### src/rtl/fetch_sequencer.sv
// fetch_sequencer: owns the PC and paces fetch, decode and commit.
// Strobes instruction memory, holds on IN, stops on HALT or bad PC.
module fetch_sequencer #(
  parameter int          MEM_DEPTH = 100,
  parameter logic [31:0] START_PC  = 32'd0,
  parameter logic [5:0]  OP_HALT   = 6'b000001,
  parameter logic [5:0]  OP_IN     = 6'b001011
) (
  input  logic        Clock,
  input  logic        Reset,
  input  logic        Run,
  input  logic [31:0] Instruction,
  input  logic        BranchTaken,
  input  logic [31:0] BranchTarget,
  input  logic        InputConfirm,
  output logic [31:0] ProgramCounter,
  output logic        FetchStrobe,
  output logic        InstrValid,
  output logic        WaitingInput,
  output logic        Halted,
  output logic        Fault,
  output logic [31:0] RetiredCount
);

  localparam logic [31:0] DEPTH = 32'(MEM_DEPTH);

  typedef enum logic [2:0] {
    IDLE,
    FETCH,
    LATCH,
    WAIT_IN,
    EXEC,
    HALTED
  } state_t;

  state_t      state;
  state_t      stateNext;
  logic [5:0]  opcode;
  logic [5:0]  opcodeNext;
  logic [31:0] pcNext;
  logic [31:0] countNext;
  logic [31:0] target;
  logic        faultNext;

  // State register; reset drops every strobe output at once.
  always_ff @(posedge Clock or posedge Reset) begin
    if (Reset) begin
      state <= IDLE;
    end else begin
      state <= stateNext;
    end
  end

  // PC, retire counter, fault flag and the opcode decoded in LATCH.
  always_ff @(posedge Clock or posedge Reset) begin
    if (Reset) begin
      ProgramCounter <= START_PC;
      RetiredCount   <= 32'd0;
      Fault          <= 1'b0;
      opcode         <= 6'd0;
    end else begin
      ProgramCounter <= pcNext;
      RetiredCount   <= countNext;
      Fault          <= faultNext;
      opcode         <= opcodeNext;
    end
  end

  // Next-state and outputs; PC only moves on leaving EXEC or on Run.
  always_comb begin
    stateNext    = state;
    pcNext       = ProgramCounter;
    countNext    = RetiredCount;
    faultNext    = Fault;
    opcodeNext   = opcode;
    FetchStrobe  = 1'b0;
    InstrValid   = 1'b0;
    WaitingInput = 1'b0;
    Halted       = 1'b0;
    target       = BranchTaken ? BranchTarget
                               : ProgramCounter + 32'd1;
    unique case (state)
      IDLE: begin
        if (Run) begin
          stateNext = FETCH;
          pcNext    = START_PC;
        end
      end
      FETCH: begin
        FetchStrobe = 1'b1;
        stateNext   = LATCH;
      end
      LATCH: begin
        opcodeNext = Instruction[31:26];
        if (Instruction[31:26] == OP_IN) begin
          stateNext = WAIT_IN;
        end else begin
          stateNext = EXEC;
        end
      end
      WAIT_IN: begin
        WaitingInput = 1'b1;
        if (InputConfirm) begin
          stateNext = EXEC;
        end
      end
      EXEC: begin
        InstrValid = 1'b1;
        if (RetiredCount != 32'hFFFF_FFFF) begin
          countNext = RetiredCount + 32'd1;
        end
        if (opcode == OP_HALT) begin
          stateNext = HALTED;
        end else if (target >= DEPTH) begin
          faultNext = 1'b1;
          stateNext = HALTED;
        end else begin
          pcNext    = target;
          stateNext = FETCH;
        end
      end
      HALTED: begin
        Halted = 1'b1;
        if (Run) begin
          pcNext    = START_PC;
          faultNext = 1'b0;
          countNext = 32'd0;
          stateNext = FETCH;
        end
      end
      default: begin
        stateNext = IDLE;
      end
    endcase
  end

endmodule

### config.mk
export PLATFORM = sky130hd
export DESIGN_NAME = fetch_sequencer
export DESIGN_NICKNAME = d
export VERILOG_FILES = /design/src/rtl/fetch_sequencer.sv
export SDC_FILE = /design/constraint.sdc
export NUM_CORES = 1
export LEC_CHECK = 0
export ABC_AREA = 1
export CORE_ASPECT_RATIO = 1.2
export CORE_MARGIN = 5
export CORE_UTILIZATION = 44
export CTS_BUF_LIST = sky130_fd_sc_hd__clkbuf_4 sky130_fd_sc_hd__clkbuf_8 sky130_fd_sc_hd__clkbuf_16
export DETAILED_ROUTE_END_ITERATION = 12
export PLACE_DENSITY_LB_ADDON = 0.08
export SETUP_SLACK_MARGIN = 0.15
export SYNTH_ARGS = -nofsm -noshare
export SYNTH_HDL_FRONTEND = slang
export SYNTH_SLANG_ARGS = --single-unit
### constraint.sdc
create_clock -name Clock -period 2.3 [get_ports Clock]
set_input_delay 0.345 -clock Clock [delete_from_list [all_inputs] [get_ports Clock]]
set_output_delay 0.345 -clock Clock [all_outputs]
set_load 0.01 [all_outputs]
==> impl_results.md, run 1 <==
* Die Wd at 107 um
* Synth Register Bits at 74
* I/O Buffers at 111
* Final nets at 1078
* Initial core utilization at 45.0%
* Final Cycle Share at 110%
* Area after DPL at 7080 um2
* Synth Flop Type: dfrtp_1
* Sequential area share after synthesis at 37.1%
* Final worst slack at -0.232 ns
* HP Class: in -> async
* Critical path capture point type: flip-flop
* Footprint of the multi-input gates at 3050 um2
* Post-route cell area at 8000 um2
* Fmax at 395 MHz
* Slew Viols, Final at 0
* Clock slew at reported path FFs at 0.06 ns
* # placed instances at 1127
* Critical Path Start Type: flip-flop
* Cells after Synth at 768
* PwrDens at 765 nW/um2
* Min Clock Period, post-route at 2.53 ns
* Relative slew slack at 57.4%
* Async SR Flop Fraction at 100%
* Layout cells sized above 1 at 26.3%
* Register Area at 1860 um2
* Setup WS pre-CTS at -0.318 ns
* Failing checks: setup timing
* Total track usage at 24.3%
* Rows at 42
* Clock latency on the worst-skew pair at 0.35 ns
* Unrepaired setup endpoints after global routing: true
* Vias per Instance at 5.05
* Antenna violations before repair at 0
* Die Area at 13600 um2
* Clk sinks at 74
* Slew @ Worst Pin at 0.638 ns
* Max_cap viols at 0
* Finished Layout Cells at 1166
* Via count at 5891
* CP required at 2.53 ns
* Final WL at 17100 um
* Worst setup path category: reg -> reg
* Setup violations, final at 34
* Core area at 11100 um2
* First-pass GRT wire length at 26500 um
* Number of global-route vias before repair at 5665
* Maximum net fanout on the critical path at 5
* RD Place Congestion at 0.914
* Synth cell types at 40
* Aggregate global routing overflow at 0
* Clock Skew at 0.00961 ns
* Status: complete, but fails checks
* TNS Setup at -6.01 ns
* Area grow syn2layout at 60.4%
* DR WL/cell at 14.6 um
* Buffer depth of the longest clock path at 2
* Hold_buf cts at 0
* Hold Fails Final Rpt at 0
* Post-synth EDFFs at 0
* Crit path arrival time at 2.76 ns
* Syn avg cell area at 6.49 um2
* TritonRoute pass-1 iters at 5
* Mapped Area at 4990 um2
* CTS HTree Levels at 3
* Leakage power at 3.86 nW
* Die Y at 127 um
* Max VDD drop at 729 uV
* DRC at 0
* Clock root cell: clkbuf_16
* Detail Route Antenna Nets at 0
* Post-DP HPWL at 12400 um
* Filler cells at 905
* CTS buffer count at 9
* DR iter-0 viols at 278
* Pin count of the biggest net entering global routing at 75
* ANT cells at 0
* Syn_nets at 839
* # IOs at 138
* Yosys warnings at 0
* CTS tree: done
worst max-delay path, stage by stage, from the launching register on:
cell and delay, ns:
dfrtp_1 0.38, ha_2 0.23, nand2_4 0.07, nor2_4 0.21
nand3_4 0.14, inv_4 0.11, nand2_1 0.06, nand2_1 0.07
nand2_1 0.07, nand2_1 0.07, nand2_1 0.05, nor2_1 0.10
nand2_1 0.09, nor2_4 0.17, nand3_4 0.10, buf_4 0.15
buf_6 0.10, buf_4 0.11, nand4_1 0.07, nand2_1 0.06
per-stage QoR:
stage,hold slack [ns],utilization (%),power (mW)
after floorplan,0.433,-,3.01
after global placement,0.447,63.9,4.15
after detailed placement,0.459,63.9,4.23
after CTS,0.473,67.5,5.84
after global routing,0.495,72.1,6.48
final,0.463,72.1,6.12
cells in the mapped netlist (all sizes together) (3+ instances only):
cell	instances	area, um2
nand3b	5	37.5
nand2	272	1060
nor2	98	410
inv	106	398
or2	16	100
a21oi	32	160
nand3	51	278
clkbuf	6	22.5
dfrtp	74	1850
buf	6	47.5
o21a	3	22.5
nand4	18	113
o21ai	34	170
nor3	24	136
nor4	6	37.5
sequential cells by signal, indices dropped and copies added, names as in the netlist:
register	count
Fault	1
RetiredCount	32
ProgramCounter	32
opcode	6
state	3
final timing paths:
path                                               startpoint                      endpoint  slack [ns]  cells past startpoint
worst max-delay path            ProgramCounter[1]$_DFFE_PP0P_             Fault$_DFFE_PP0P_       -0.23                     19
worst min-delay path                                    Reset         opcode[5]$_DFFE_PP0N_        0.46                      3
worst max register to register  ProgramCounter[1]$_DFFE_PP0P_             Fault$_DFFE_PP0P_       -0.23                     19
worst min register to register          opcode[4]$_DFFE_PP0N_         opcode[4]$_DFFE_PP0N_        0.48                      2
max in group asynchronous                               Reset  RetiredCount[23]$_DFFE_PP0P_        1.49                      3
min in group Clock                      opcode[4]$_DFFE_PP0N_         opcode[4]$_DFFE_PP0N_        0.48                      2
where the power goes:
group          switching [mW]  total, mW  leakage [nW]  internal (mW)
logic                    1.43       2.70          2.70           1.27
clock network           0.610       1.57         0.160          0.960
registers               0.273       1.85         0.992           1.57
total                    2.31       6.12          3.86           3.81
kinds of logic (layout without fill, tap and decap cells):
kind of cell	Yosys count	after routing	share of synthesized area [%]
fa+ha+maj	2	2	0.502
flops	74	74	37.1
mux	1	1	0.201
buf+inv	118	362	9.39
xor+xnor	2	2	0.351
compound gates	77	77	8.28
simple gates	494	494	44.1
routing by layer:
layer | share of wire, % | wire length (um) | track usage (%) | vias to the layer above
met5 | 0 | 0 | 0 | -
met3 | 3.9 | 665 | 4.12 | 45
met1 | 39 | 6630 | 27.6 | 2742
met4 | 4.0 | 682 | 10.1 | 0
li1 | - | - | - | 2926
met2 | 53 | 9090 | 44.5 | 178
timing repair:
action / CTS / global route
setup endpoints to repair: 42 / 63
resized for setup: 12 / 93
cloned: 0 / 0
buffers inserted: 5 / 18
pin swaps: 3 / 30
cell usage in the layout (no fill, tap or decap), types with 9 or more instances in the layout:
| master | netlist | layout |
|---|---|---|
| nor3_1 | 22 | 14 |
| inv_2 | 14 | 13 |
| nand2_1 | 258 | 240 |
| clkbuf_16 | 0 | 9 |
| nand2_2 | 13 | 26 |
| dfrtp_1 | 74 | 69 |
| nor2_4 | 4 | 14 |
| nand4_1 | 18 | 18 |
| clkdlybuf4s50_1 | 0 | 110 |
| nand3_1 | 48 | 39 |
| a21oi_1 | 32 | 29 |
| or2_2 | 16 | 16 |
| inv_1 | 92 | 90 |
| buf_4 | 0 | 115 |
| buf_6 | 3 | 10 |
| nor2_1 | 89 | 78 |
| o21ai_0 | 31 | 25 |
final cells by class:
type | instances | share of cell area, %
repair buffers | 240 | 27.1
clock buffers | 9 | 2.82
flip-flops and latches | 74 | 23.2
clock inverters | 7 | 1.25
multi-input cells | 576 | 38.1
inverters | 106 | 5.08
well taps | 154 | 2.41
Power figures use the tool's default switching activity.
==> inputs of run 2 (changes only) <==
--- a/config.mk
+++ b/config.mk
@@ -12,6 +12,7 @@
 export CTS_BUF_LIST = sky130_fd_sc_hd__clkbuf_4 sky130_fd_sc_hd__clkbuf_8 sky130_fd_sc_hd__clkbuf_16
 export DETAILED_ROUTE_END_ITERATION = 12
 export PLACE_DENSITY_LB_ADDON = 0.08
+export RECOVER_POWER = 25
 export SETUP_SLACK_MARGIN = 0.15
 export SYNTH_ARGS = -nofsm -noshare
 export SYNTH_HDL_FRONTEND = slang
==> run 2 against run 1 <==
- the run still ends with setup timing left
- combinational power about the same
- flip-flop and latch count unchanged
- routed wire length barely moved
- design area decreased by 0.16%
- global-route usage unchanged
- critical path depth stayed put
- fmax is 0.16% lower
- clock power about the same
- utilization decreased by 0.11 points
- clock skew is essentially flat
- critical path type unchanged
- highest routed layer unchanged
==> impl_results.md, run 2 (synthesized netlist as in run 1, its figures left out) <==
* Final WL at 17100 um (about the same)
* TNS Setup at -6.17 ns (was -6.01 ns)
* RD Place Congestion at 0.914 (unchanged)
* Setup violations, final at 34 (unchanged)
* DRC at 0 (unchanged)
* Failing checks: setup timing (unchanged)
* Buffer depth of the longest clock path at 2 (unchanged)
* Hold Fails Final Rpt at 0 (unchanged)
* CTS tree: done (unchanged)
* Area grow syn2layout at 60.2% (was 60.4%)
* Clock power frac at 25.7% (about the same)
* Area after DPL at 7080 um2 (unchanged)
* DR WL/cell at 14.6 um (about the same)
* Final Cycle Share at 110% (about the same)
* Post-DP HPWL at 12400 um (unchanged)
* R2R Setup Slk at -0.24 ns (was -0.23 ns)
* Critical path capture point type: flip-flop (unchanged)
* Die Area at 13600 um2 (unchanged)
* DR iter-0 viols at 282 (was 278)
* Register share of total power at 30.2% (about the same)
* Clk sinks at 74 (unchanged)
* Vias per Instance at 5.06 (was 5.05)
* Aggregate global routing overflow at 0 (unchanged)
* Core area at 11100 um2 (unchanged)
* Most used cell, CP: nand2_1 (unchanged)
* Switching share of power at 37.8% (about the same)
* Fmax at 394 MHz (was 395 MHz)
* Max_cap viols at 0 (unchanged)
* Clock latency on the worst-skew pair at 0.35 ns (about the same)
* CP required at 2.53 ns (about the same)
* Critical hold path startpoint: opcode[4]$_DFFE_PP0N_
* Crit path max-delay cell type: dfrtp_1 (unchanged)
* Total track usage at 24.3% (unchanged)
* Min Clock Period, post-route at 2.54 ns (was 2.53 ns)
* Largest registers: ProgramCounter x32, RetiredCount x32, opcode x6 (unchanged)
* RR Startpoint: ProgramCounter[1]$_DFFE_PP0P_ (unchanged)
* Leakage power at 3.85 nW (was 3.86 nW)
* Clock Skew at 0.00959 ns (was 0.00961 ns)
* PwrDens at 766 nW/um2 (was 765 nW/um2)
* Most frequent cells in the layout: nand2_1 (240), buf_4 (115), clkdlybuf4s50_1 (109) (was nand2_1 (240), buf_4 (115), clkdlybuf4s50_1 (110))
* CP delay by family, top: simple AND/OR/NAND/NOR gates (unchanged)
* Combinational Power Share at 44.1% (was 44.2%)
* Final worst slack at -0.236 ns (was -0.232 ns)
* Unrepaired setup endpoints after global routing: true (unchanged)
* ANT cells at 0 (unchanged)
* Final nets at 1078 (unchanged)
* Cell Chain, Critical Path: ha_2, nand2_4, nor2_4, nand3_4, inv_4, nand2_1, nand2_1, nand2_1, nand2_1, nand2_1, nor2_1, nand2_1, nor2_4, nand3_4, buf_4, buf_6, buf_4, nand4_1, nand2_1 (unchanged)
* Crit path arrival time at 2.77 ns (was 2.76 ns)
* Detail Route Antenna Nets at 0 (unchanged)
* Worst setup path category: reg -> reg (unchanged)
* Post-route cell area at 7990 um2 (was 8000 um2)
* Relative slew slack at 28.9% (was 57.4%)
* Maximum net fanout on the critical path at 5 (unchanged)
* Via count at 5901 (was 5891)
* Status: complete, but fails checks (unchanged)
* Slew Viols, Final at 0 (unchanged)
* Rows at 42 (unchanged)
* First-pass GRT wire length at 26500 um (unchanged)
* TritonRoute pass-1 iters at 5 (unchanged)
* Clock slew at reported path FFs at 0.06 ns (about the same)
* CP max stage delay at 0.38 ns (about the same)
* FF-to-FF path depth at 19 (unchanged)
* Int Pwr at 3.80 mW (was 3.81 mW)
* Number of global-route vias before repair at 5665 (unchanged)
* Max VDD drop at 729 uV (about the same)
* Total net switching power at 2.31 mW (about the same)
* # IOs at 138 (unchanged)
* Die Y at 127 um (unchanged)
* I/O Buffers at 111 (unchanged)
* Die Wd at 107 um (unchanged)
* Reg2reg end: Fault$_DFFE_PP0P_ (unchanged)
* HP Class: reg -> reg (was in -> async)
* Layout cells sized above 1 at 26.3% (unchanged)
* Most common cell after layout, fill and taps aside: nand2_1 (unchanged)
* Initial core utilization at 45.0% (unchanged)
* Pin count of the biggest net entering global routing at 75 (unchanged)
* WHS Endpoint: opcode[4]$_DFFE_PP0N_
* Slew @ Worst Pin at 1.07 ns (was 0.638 ns)
* CTS HTree Levels at 3 (unchanged)
* Hold Path Stages at 2
* CTS buffer count at 9 (unchanged)
* Critical Path Start Type: flip-flop (unchanged)
* Antenna violations before repair at 0 (unchanged)
* Clock root cell: clkbuf_16 (unchanged)
* CP bufs+invs at 4 (unchanged)
[run 2: worst reg2reg max path, delay by kind of cell, from the launching register on]
kind	cells	cell delay (ns)
adder cells (fa/ha/maj)	1	0.23
AND/OR/NAND/NOR	14	1.36
buffers and inverters	4	0.47
flip-flops	1	0.38
[run 2: worst max path at each step]
stage                                   from                              to  slack [ns]  cells past startpoint
6_report       ProgramCounter[1]$_DFFE_PP0P_               Fault$_DFFE_PP0P_       -0.24                     19
5_1_grt        ProgramCounter[1]$_DFFE_PP0P_  ProgramCounter[30]$_DFFE_PP0P_       -0.38                     17
4_1_cts        ProgramCounter[1]$_DFFE_PP0P_   ProgramCounter[5]$_DFFE_PP0P_       -0.18                     19
3_5_place_dp                     BranchTaken   ProgramCounter[5]$_DFFE_PP0P_       -0.32                     15
3_3_place_gp                     BranchTaken   ProgramCounter[5]$_DFFE_PP0P_       -0.28                     15
2_1_floorplan  ProgramCounter[1]$_DFFE_PP0P_  ProgramCounter[30]$_DFFE_PP0P_      -0.003                     19
[run 2: area by class of cell]
class / instances / area (um2)
fill: 907 / 3100
multi-input combinational: 576 / 3050
timing repair buffer: 240 / 2160
sequential: 74 / 1860
inverter: 106 / 407
clock buffer: 9 / 225
tap: 154 / 193
clock inverter: 7 / 100
[run 2: metrics by stage]
step | instances | hold slack [ns] | setup slack [ns] | utilization, % | power [mW]
2_1_floorplan | 768 | 0.433 | -0.00314 | - | 3.01
3_3_place_gp | 1127 | 0.447 | -0.276 | 63.9 | 4.15
3_5_place_dp | 1127 | 0.459 | -0.318 | 63.9 | 4.23
4_1_cts | 1148 | 0.473 | -0.183 | 67.5 | 5.84
5_1_grt | 1166 | 0.495 | -0.381 | 72.0 | 6.48
6_report | 1166 | 0.476 | -0.236 | 72.0 | 6.12
[run 2: per-layer routing]
layer / vias up / routed length, um / global-route usage [%]
met5: - / 0 / 0
met4: 0 / 686 / 10.1
met3: 47 / 676 / 4.12
li1: 2926 / - / -
met1: 2747 / 6610 / 27.6
met2: 181 / 9090 / 44.5
[run 2: what timing repair did]
action	4_1_cts	5_1_grt
gates resized for setup	12	93
hold buffers	0	0
pin swaps	3	30
endpoints found under the setup margin	42	63
buffers inserted	5	18
[run 2: power groups by stage]
stage                     Combinational, mW  Sequential, mW  Clock [mW]
after floorplan                        1.09            1.92           0
after global placement                 2.34            1.81           0
after detailed placement               2.41            1.83           0
after CTS                              2.44            1.81        1.59
after global routing                   2.93            1.88        1.67
final                                  2.70            1.85        1.57
==> inputs of run 3 (changes only) <==
--- a/config.mk
+++ b/config.mk
@@ -8,12 +8,11 @@
 export ABC_AREA = 1
 export CORE_ASPECT_RATIO = 1.2
 export CORE_MARGIN = 5
-export CORE_UTILIZATION = 44
-export CTS_BUF_LIST = sky130_fd_sc_hd__clkbuf_4 sky130_fd_sc_hd__clkbuf_8 sky130_fd_sc_hd__clkbuf_16
+export CORE_UTILIZATION = 45
+export CTS_BUF_LIST = sky130_fd_sc_hd__clkbuf_8
 export DETAILED_ROUTE_END_ITERATION = 12
 export PLACE_DENSITY_LB_ADDON = 0.08
 export RECOVER_POWER = 25
-export SETUP_SLACK_MARGIN = 0.15
 export SYNTH_ARGS = -nofsm -noshare
 export SYNTH_HDL_FRONTEND = slang
 export SYNTH_SLANG_ARGS = --single-unit
==> run 3 against run 2 <==
- the flow still finishes with violations (setup timing)
- clock skew rose by 0.0011 ns
- hold slack improved by 0.0014 ns
- flip-flop and latch count did not move
- final cell count down 3.8%
- clock-buffer cell count is the same
- critical path type unchanged
==> impl_results.md, run 3 (synthesized netlist as in run 1, its figures left out) <==
* Final WL at 16200 um (was 17100 um)
* Post-DP HPWL at 12400 um (about the same)
* Int Pwr at 3.38 mW (was 3.80 mW)
* I/O Buffers at 111 (unchanged)
* WHS Endpoint: opcode[1]$_DFFE_PP0N_ (was opcode[4]$_DFFE_PP0N_)
* Initial core utilization at 45.6% (was 45.0%)
* Final worst slack at -0.181 ns (was -0.236 ns)
* DRC at 0 (unchanged)
* Die Area at 13300 um2 (was 13600 um2)
* Number of global-route vias before repair at 5766 (was 5665)
* Max_cap viols at 0 (unchanged)
* Detail Route Antenna Nets at 0 (unchanged)
* Die Wd at 106 um (was 107 um)
* Critical hold path startpoint: opcode[1]$_DFFE_PP0N_ (was opcode[4]$_DFFE_PP0N_)
* Min Clock Period, post-route at 2.48 ns (was 2.54 ns)
* DR WL/cell at 14.4 um (was 14.6 um)
* DR iter-0 viols at 345 (was 282)
* Total track usage at 24.6% (was 24.3%)
* Crit path arrival time at 2.74 ns (was 2.77 ns)
* Hold Fails Final Rpt at 0 (unchanged)
* Unrepaired setup endpoints after global routing: true (unchanged)
* Reg2reg end: ProgramCounter[1]$_DFFE_PP0P_ (was Fault$_DFFE_PP0P_)
* Most common cell after layout, fill and taps aside: nand2_1 (unchanged)
* Clock power frac at 20.9% (was 25.7%)
* R2R Setup Slk at -0.18 ns (was -0.24 ns)
* Clock slew at reported path FFs at 0.08 ns (was 0.06 ns)
* RD Place Congestion at 0.896 (was 0.914)
* CTS tree: done (unchanged)
* Worst setup path category: reg -> reg (unchanged)
* Combinational Power Share at 45.9% (was 44.1%)
* Hold_buf cts at 0 (unchanged)
* Rows at 42 (unchanged)
* Via count at 5770 (was 5901)
* First-pass GRT wire length at 26600 um (was 26500 um)
* Maximum net fanout on the critical path at 13 (was 5)
* CTS buffer count at 9 (unchanged)
* Critical path capture point type: flip-flop (unchanged)
* FF-to-FF path depth at 18 (was 19)
* Die Y at 125 um (was 127 um)
* Setup WS pre-CTS at -0.331 ns (was -0.318 ns)
* Slew @ Worst Pin at 1.08 ns (was 1.07 ns)
* Register Area at 1860 um2 (about the same)
* Final nets at 1056 (was 1078)
* TritonRoute pass-1 iters at 5 (unchanged)
* Critical Path Start Type: flip-flop (unchanged)
* Most frequent cells in the layout: nand2_1 (252), clkdlybuf4s50_1 (110), buf_4 (97) (was nand2_1 (240), buf_4 (115), clkdlybuf4s50_1 (109))
* Core area at 10900 um2 (was 11100 um2)
* Footprint of the multi-input gates at 2870 um2 (was 3050 um2)
* Register share of total power at 33.3% (was 30.2%)
* CTS HTree Levels at 3 (unchanged)
* Hold Path Stages at 2 (unchanged)
* Pin count of the biggest net entering global routing at 75 (unchanged)
* Switching share of power at 38.5% (was 37.8%)
* Antenna violations before repair at 0 (unchanged)
* Clock Skew at 0.0107 ns (was 0.00959 ns)
* Util after Layout at 68.4% (was 72.0%)
* Setup violations, final at 34 (unchanged)
* Status: complete, but fails checks (unchanged)
* Vias per Instance at 5.14 (was 5.06)
* Layout cells sized above 1 at 22.1% (was 26.3%)
* Finished Layout Cells at 1122 (was 1166)
* Max VDD drop at 718 uV (was 729 uV)
* Clock root cell: clkbuf_8 (was clkbuf_16)
* Area grow syn2layout at 50.0% (was 60.2%)
* Aggregate global routing overflow at 0 (unchanged)
* Relative slew slack at 28.0% (was 28.9%)
* Total net switching power at 2.11 mW (was 2.31 mW)
* Buffer depth of the longest clock path at 2 (unchanged)
* Largest registers: ProgramCounter x32, RetiredCount x32, opcode x6 (unchanged)
* Clk sinks at 74 (unchanged)
* # placed instances at 1097 (was 1127)
* Clock latency on the worst-skew pair at 0.36 ns (was 0.35 ns)
* Failing checks: setup timing (unchanged)
* Leakage power at 3.53 nW (was 3.85 nW)
* CP required at 2.55 ns (was 2.53 ns)
* ANT cells at 0 (unchanged)
* # IOs at 138 (unchanged)
* Filler cells at 942 (was 907)
* HP Class: reg -> reg (unchanged)
* Fmax at 403 MHz (was 394 MHz)
* Final Cycle Share at 108% (was 110%)
* PwrDens at 733 nW/um2 (was 766 nW/um2)
* RR Startpoint: ProgramCounter[1]$_DFFE_PP0P_ (unchanged)
* Slew Viols, Final at 0 (unchanged)
==> run 3: cell count changes in the layout (fill, tap and decap cells not counted), moves of 3 or more <==
cell       before  now
nand2_4         6    3
nor3_2          3    7
nand3_1        39   42
nand2_2        26   17
nand2_1       240  252
clkbuf_16       9    0
buf_6          10    6
inv_2          13   16
buf_4         115   97
clkbuf_8        0    9
nor3_4          7    2
nor2_4         14   10
==> run 3: metrics by stage <==
step           hold WS (ns)  area [um2]  total power, mW  setup TNS, ns
2_1_floorplan         0.433        4990             2.99       -0.00510
3_3_place_gp          0.448        6980             4.13          -7.38
3_5_place_dp          0.463        6980             4.20         -10.40
4_1_cts               0.463        7260             5.39          -5.60
5_1_grt               0.502        7480             5.84         -12.54
6_report              0.477        7480             5.48          -5.27
==> run 3: area by class of cell <==
class,count,area share [%]
Multi-Input combinational cell,576,38.3
Sequential cell,74,24.8
Clock buffer,9,1.66
Tap cell,132,2.21
Timing Repair Buffer,218,26.4
Inverter,106,5.37
Clock inverter,7,1.25
==> run 3: worst max-delay path by stage <==
stage	slack, ns	endpoint	start
2_1_floorplan	-0.005	ProgramCounter[30]$_DFFE_PP0P_	ProgramCounter[1]$_DFFE_PP0P_
3_3_place_gp	-0.24	ProgramCounter[31]$_DFFE_PP0P_	BranchTaken
3_5_place_dp	-0.33	ProgramCounter[2]$_DFFE_PP0P_	BranchTaken
4_1_cts	-0.19	ProgramCounter[2]$_DFFE_PP0P_	ProgramCounter[1]$_DFFE_PP0P_
5_1_grt	-0.39	ProgramCounter[6]$_DFFE_PP0P_	ProgramCounter[1]$_DFFE_PP0P_
6_report	-0.18	ProgramCounter[1]$_DFFE_PP0P_	ProgramCounter[1]$_DFFE_PP0P_
==> run 3: repair_timing <==
action,in CTS,in global routing
setup endpoints to repair,34,55
pin swaps,8,16
gates resized for setup,13,50
setup buffers,2,7
==> run 3: critical path: stages (launching register included) <==
cell and delay [ns]:
dfrtp_1 0.41, buf_4 0.15, buf_4 0.12, nand3_1 0.17
nor2_1 0.13, buf_4 0.16, nand2_1 0.05, nand3_1 0.10
nand2_1 0.08, nand2_1 0.05, nor2_1 0.10, nand2_1 0.14
nor2_4 0.15, nand3_4 0.09, nand2_4 0.08, nand3_4 0.09
buf_12 0.18, nand2_1 0.06, nand2_1 0.05
==> run 3: routing by layer <==
metal  vias to the layer above  global-route usage (%)  share of wire (%)
li1                       2882                       -                  -
met1                      2673                    27.9                 39
met2                       177                    44.8                 53
met3                        38                    4.38                4.8
met4                         0                    10.5                3.2
met5                         -                       0                  0
==> run 3: power groups by stage <==
stage	clock network [mW]	registers, mW	logic (mW)
6_report	1.15	1.82	2.51
5_1_grt	1.23	1.86	2.74
4_1_cts	1.16	1.80	2.42
3_5_place_dp	0	1.82	2.38
3_3_place_gp	0	1.81	2.32
2_1_floorplan	0	1.92	1.08
==> variant 1, RTL diff (settings of run 2) <==
Register the output `ProgramCounter` once more, with the module's reset; this adds one clock of latency there. The other outputs are not delayed to match.
--- a/src/rtl/fetch_sequencer.sv
+++ b/src/rtl/fetch_sequencer.sv
@@ -33,6 +33,8 @@
     HALTED
   } state_t;
 
+  logic [31:0] ProgramCounter_s0;
+
   state_t      state;
   state_t      stateNext;
   logic [5:0]  opcode;
@@ -54,12 +56,12 @@
   // PC, retire counter, fault flag and the opcode decoded in LATCH.
   always_ff @(posedge Clock or posedge Reset) begin
     if (Reset) begin
-      ProgramCounter <= START_PC;
+      ProgramCounter_s0 <= START_PC;
       RetiredCount   <= 32'd0;
       Fault          <= 1'b0;
       opcode         <= 6'd0;
     end else begin
-      ProgramCounter <= pcNext;
+      ProgramCounter_s0 <= pcNext;
       RetiredCount   <= countNext;
       Fault          <= faultNext;
       opcode         <= opcodeNext;
@@ -69,7 +71,7 @@
   // Next-state and outputs; PC only moves on leaving EXEC or on Run.
   always_comb begin
     stateNext    = state;
-    pcNext       = ProgramCounter;
+    pcNext       = ProgramCounter_s0;
     countNext    = RetiredCount;
     faultNext    = Fault;
     opcodeNext   = opcode;
@@ -78,7 +80,7 @@
     WaitingInput = 1'b0;
     Halted       = 1'b0;
     target       = BranchTaken ? BranchTarget
-                               : ProgramCounter + 32'd1;
+                               : ProgramCounter_s0 + 32'd1;
     unique case (state)
       IDLE: begin
         if (Run) begin
@@ -134,5 +136,13 @@
     endcase
   end
 
+  always_ff @(posedge Clock or posedge Reset) begin
+    if (Reset) begin
+      ProgramCounter <= '0;
+    end else begin
+      ProgramCounter <= ProgramCounter_s0;
+    end
+  end
+
 endmodule
 
Formal check against the unedited RTL: not equivalent (a bounded check fails within 10 cycles, from zero or initial values and one cycle with Reset high).
==> variant 1 against run 2 <==
First-iteration DRC count grew 59%; worst setup slack improved by 0.030 ns; largest power group unchanged; sequential cell count rose by 32; power rose by 13%; critical path type unchanged; area after synthesis up 17%; final area grew 10%; via count up 6.2%; sequential power increased by 28%; non-clock buffer count up 2; the run still ends with setup timing left; synthesized cell count increased by 3.5%; wire length up 14%; sequential share of layout area increased by 6.9 points; global-route usage grew 0.64 points.
==> variant 1: results (changes against run 2) <==
** Run status
- Status :: complete, but fails checks (unchanged)
- Violations in the final reports :: setup timing (unchanged)

** Power
- The worst voltage drop across the vdd grid came to 0.000440 V (was 0.000729 V).

** CTS
- Clock transition at path regs :: 0.08 ns (was 0.06 ns)

** Timing
- The setup TNS after final layout is -5.23 ns (was -6.17 ns).
- Final setup viols :: 34 (unchanged)
- Minimum hold slack :: 0.422 ns (was 0.476 ns)
- The setup slack after layout is -0.206 ns (was -0.236 ns).
- The setup skew after layout is 0.00869 ns (was 0.00959 ns).
- Worst Tran Pin Value :: 0.605 ns (was 1.07 ns)

** GRT
- Global-route wire length before repair :: 30800 um (was 26500 um)
- Global-route total usage across every layer :: 0.249 (was 0.243)
- M2 GR Usage :: 0.435 (was 0.445)
- Met3 global-route usage :: 0.0463 (was 0.0412)

** Logic synthesis
- The post-synthesis mux area share was 0.00771 (was 0.00201).
- Mapped Nets :: 866 (was 839)
- Leading cell types by total area after synthesis :: dfrtp_1 (45%), nand2_1 (16%), nor2_1 (5.7%) (was dfrtp_1 (37%), nand2_1 (19%), inv_1 (6.9%))
- Synth unique cells :: 41 (was 40)
- The xor-xnor portion of the synthesized cell area came to 0.0105 (was 0.00351).
- The share of the synthesized area in compound gates (AO/OA/AOI/OAI) was 0.0859 (was 0.0828).
- Proportion of synthesized chip area in sequential cells :: 0.454 (was 0.371)

** Drt
- Number of DRC markers in iteration 0 :: 447 (was 282)
- Routed length on met2 :: 10200 um (was 9090 um)
- The met3 wirelength from detailed routing came to 968 um (was 676 um).
- The detailed-routing wirelength on met1 was 7580 um (was 6610 um).
- Final WL :: 19500 um (was 17100 um)

** Worst setup path
- The startpoint of the most critical register-to-register path is ProgramCounter_s0[1]$_DFFE_PP0P_ (was ProgramCounter[1]$_DFFE_PP0P_).
- The arrival time of data at the critical path endpoint came to 2.75 ns (was 2.77 ns).
- The end point of the critical path is ProgramCounter_s0[15]$_DFFE_PP0P_ (was Fault$_DFFE_PP0P_).
- Number of buffers and inverters on the critical path :: 3 (was 4)

** Place
- Final estimated routing congestion in global placement :: 0.946 (was 0.914)
- Placed wire-length estimate after detailed placement :: 14400 um (was 12400 um)
- The worst setup slack after placement is -0.330 ns (was -0.318 ns).

** Layout
- Fraction of final layout cells with drive strength greater than 1 :: 0.223 (was 0.263)

** Min path
- The worst hold path cell count came to 0 (was 2).
- Worst Hold Launch :: ProgramCounter_s0[31]$_DFFE_PP0P_ (was opcode[4]$_DFFE_PP0N_)
- Hold path endpoint :: ProgramCounter[31]$_DFF_PP0_ (was opcode[4]$_DFFE_PP0N_)
variant 1: changes by cell type in the layout (fill, tap and decap cells not counted), moves of 8 or more:
cell,run 2,this run
a21oi_1,29,46
buf_12,3,11
buf_4,115,97
clkbuf_1,0,12
dfrtp_1,69,101
inv_1,90,75
inv_2,13,4
nand2_1,240,232
nand2_2,26,15
nand3_1,39,59
variant 1: where the power goes:
group          leakage, nW  internal, mW  switching, mW
Combinational         2.39          1.37           1.51
Clock                0.156         0.953          0.731
Sequential            1.43          2.14          0.224
Total                 3.98          4.46           2.46
variant 1: kinds of logic (layout without fill, tap and decap cells):
kind of cell	after synthesis	after routing
AOI/OAI and AO/OA	92	92
muxes	4	4
buffers and inverters	99	340
DFF	106	106
adders and majority gates	2	2
xor gates and xnor gates	7	7
and+or+nand+nor	485	485
variant 1: through the flow:
step	std cells	area (um^2)
after global placement	1154	7920
after floorplan	795	5850
after global routing	1204	8810
after CTS	1186	8520
final	1204	8810
after detailed placement	1154	7920
variant 1: worst register-to-register path: stages, from the launching register on:
cell	delay [ns]
dfrtp_1	0.38
ha_2	0.22
nand2_4	0.06
nor2_4	0.14
buf_12	0.14
nand3b_1	0.14
nand2_1	0.11
nand3_2	0.09
nand2_1	0.07
nand2_1	0.04
nor2_1	0.13
nand2_1	0.11
nor2_4	0.16
nand4_4	0.15
nand2_8	0.14
buf_12	0.12
clkbuf_16	0.14
a21oi_1	0.07
variant 1: timing repair:
action	4_1_cts	5_1_grt
resized for setup	27	48
pin swaps	14	19
buffers inserted	15	16
endpoints found under the setup margin	46	58
endpoints found under the hold margin	0	0
cloned	1	2
variant 1: area by class of cell:
type,count,area (um^2)
inverters,82,315
clock inverters,7,91.3
multi-input cells,590,3050
well taps,168,210
fillers,1158,4310
clock buffers,9,225
repair buffers,242,2260
flip-flops and latches,106,2660
==> variant 2, RTL diff (settings of run 2) <==
Made on the original files. Set the parameter `MEM_DEPTH` to 64 (it was 100).
--- a/src/rtl/fetch_sequencer.sv
+++ b/src/rtl/fetch_sequencer.sv
@@ -1,7 +1,7 @@
 // fetch_sequencer: owns the PC and paces fetch, decode and commit.
 // Strobes instruction memory, holds on IN, stops on HALT or bad PC.
 module fetch_sequencer #(
-  parameter int          MEM_DEPTH = 100,
+  parameter int          MEM_DEPTH = 64,
   parameter logic [31:0] START_PC  = 32'd0,
   parameter logic [5:0]  OP_HALT   = 6'b000001,
   parameter logic [5:0]  OP_IN     = 6'b001011
Check against the original RTL: not equivalent (a bounded check fails within 10 cycles, from zero or initial values and one cycle with Reset high).
==> variant 2 against run 2 <==
The run still ends with setup timing left; critical path depth fell by 3; final area fell by 7.3%; wire length fell by 6.3%; clock skew fell by 0.0038 ns; power fell by 16%; sequential cell count did not move; cell count fell by 6.8%; fmax rose by 8.1%; area after synthesis fell by 1.1%; non-clock buffer count fell by 38; worst setup slack improved by 0.19 ns; largest power group unchanged; highest routed layer unchanged.
==> variant 2: results (changes against run 2) <==
** Run status
- Status :: complete, but fails checks (unchanged)
- Violations in the final reports: setup timing (unchanged).

** GRT
- The met2 demand-to-capacity share in global routing came to 0.434 (was 0.445).
- The met1 track utilization from global routing was 0.272 (was 0.276).
- The first-pass GRT wire length was 25900 um (was 26500 um).
- Global-route total usage across every layer :: 0.237 (was 0.243)
- The met3 layer usage reported by global route is 0.0476 (was 0.0412).

** Place
- The worst setup slack after placement is -0.202 ns (was -0.318 ns).
- The number of cells after detailed placement came to 1047 (was 1127).
- Placed wire-length estimate after detailed placement :: 12000 um (was 12400 um)
- The final estimated routing congestion in global placement was 0.945 (was 0.914).
- Port Buf Inserts :: 111 (unchanged)

** Power
- Combinational group power :: 2.06 mW (was 2.70 mW)
- The sum of internal, switching and leakage power was 5.14 mW (was 6.12 mW).
- The sequential power share is 0.349 (was 0.302).
- Static leakage power :: 3.49 nW (was 3.85 nW)
- Internal power component :: 3.24 mW (was 3.80 mW)
- The worst voltage drop across the vdd grid came to 0.000645 V (was 0.000729 V).

** Timing
- The setup TNS after final layout was -0.0457 ns (was -6.17 ns).
- Clock skew after layout :: 0.00578 ns (was 0.00959 ns)
- Final setup viols :: 1 (was 34)
- The setup slack after layout is -0.0457 ns (was -0.236 ns).
- Pins over their slew limit :: 0 (unchanged)
- The slew at the pin with the worst max-slew slack came to 1.06 ns (was 1.07 ns).

** CTS
- The clock latency on the worst-skew pair came to 0.33 ns (was 0.35 ns).
- The clock transition at the registers of the reported paths was 0.06 ns (about the same).

** Worst setup path
- Peak per-stage delay on the critical path :: 0.43 ns (was 0.38 ns)

** Logic synthesis
- The total nets after synthesis is 822 (was 839).
- Synth Instances :: 751 (was 768)
- Top post-synthesis cells by count :: nand2_1 (249), inv_1 (89), nor2_1 (88) (was nand2_1 (258), inv_1 (92), nor2_1 (89))
- Leading cell types by total area after synthesis: dfrtp_1 (38%), nand2_1 (19%), inv_1 (6.8%) (was dfrtp_1 (37%), nand2_1 (19%), inv_1 (6.9%)).
- Proportion of synthesized chip area in sequential cells :: 0.376 (was 0.371)
- Synth unique cells :: 35 (was 40)

** Drt
- Number of DRC markers in iteration 0 :: 263 (was 282)
- The via count is 5571 (was 5901).
- Final WL :: 16000 um (was 17100 um)

** Layout
- The fraction of final layout cells sized beyond drive strength 1 is 0.237 (was 0.263).
- The filler-free cell count of the finished design was 1087 (was 1166).
- The antenna diode count came to 0 (unchanged).
-- variant 2: cell type report --
type	instances	area, um^2
tap	132	165
inverter	97	370
clock inverter	4	20.0
timing repair buffer	202	1840
fill	970	3580
clock buffer	11	240
sequential	74	1870
multi-input combinational	567	2900
-- variant 2: critical path: cells and delay by family (launching register included) --
kind	cells	cell delay [ns]
AOI/OAI and AO/OA	2	0.22
DFF	1	0.43
buffers and inverters	4	0.52
and+or+nand+nor	10	1.05
-- variant 2: metal layers --
metal	wire [um]	up-vias
li1	-	2798
met1	6260	2604
met2	8570	144
met3	824	25
met4	338	0
met5	0	-
-- variant 2: logic make-up after synthesis --
family | after synthesis | synth area share
buffers and inverters | 110 | 0.0909
AND/OR/NAND/NOR | 484 | 0.437
XOR/XNOR | 3 | 0.00533
AO/OA/AOI/OAI | 78 | 0.0860
flip-flops | 74 | 0.376
adder cells (fa/ha/maj) | 2 | 0.00508
-- variant 2: path summary, 6_finish.rpt --
check                                                    from                              to  slack (ns)  cells after the start
worst max-delay path            ProgramCounter[1]$_DFFE_PP0P_               Fault$_DFFE_PP0P_       -0.05                     16
worst min-delay path                    opcode[2]$_DFFE_PP0N_           opcode[2]$_DFFE_PP0N_        0.48                      2
worst max register to register  ProgramCounter[1]$_DFFE_PP0P_               Fault$_DFFE_PP0P_       -0.05                     16
worst min register to register          opcode[2]$_DFFE_PP0N_           opcode[2]$_DFFE_PP0N_        0.48                      2
max in group asynchronous                               Reset  ProgramCounter[16]$_DFFE_PP0P_        0.67                      3
min in group asynchronous                               Reset           opcode[5]$_DFFE_PP0N_        0.90                      3
-- variant 2: repair_timing --
item	CTS	global route
pin swaps	8	11
resized for setup	33	56
buffers inserted	8	17
setup endpoints to repair	40	65
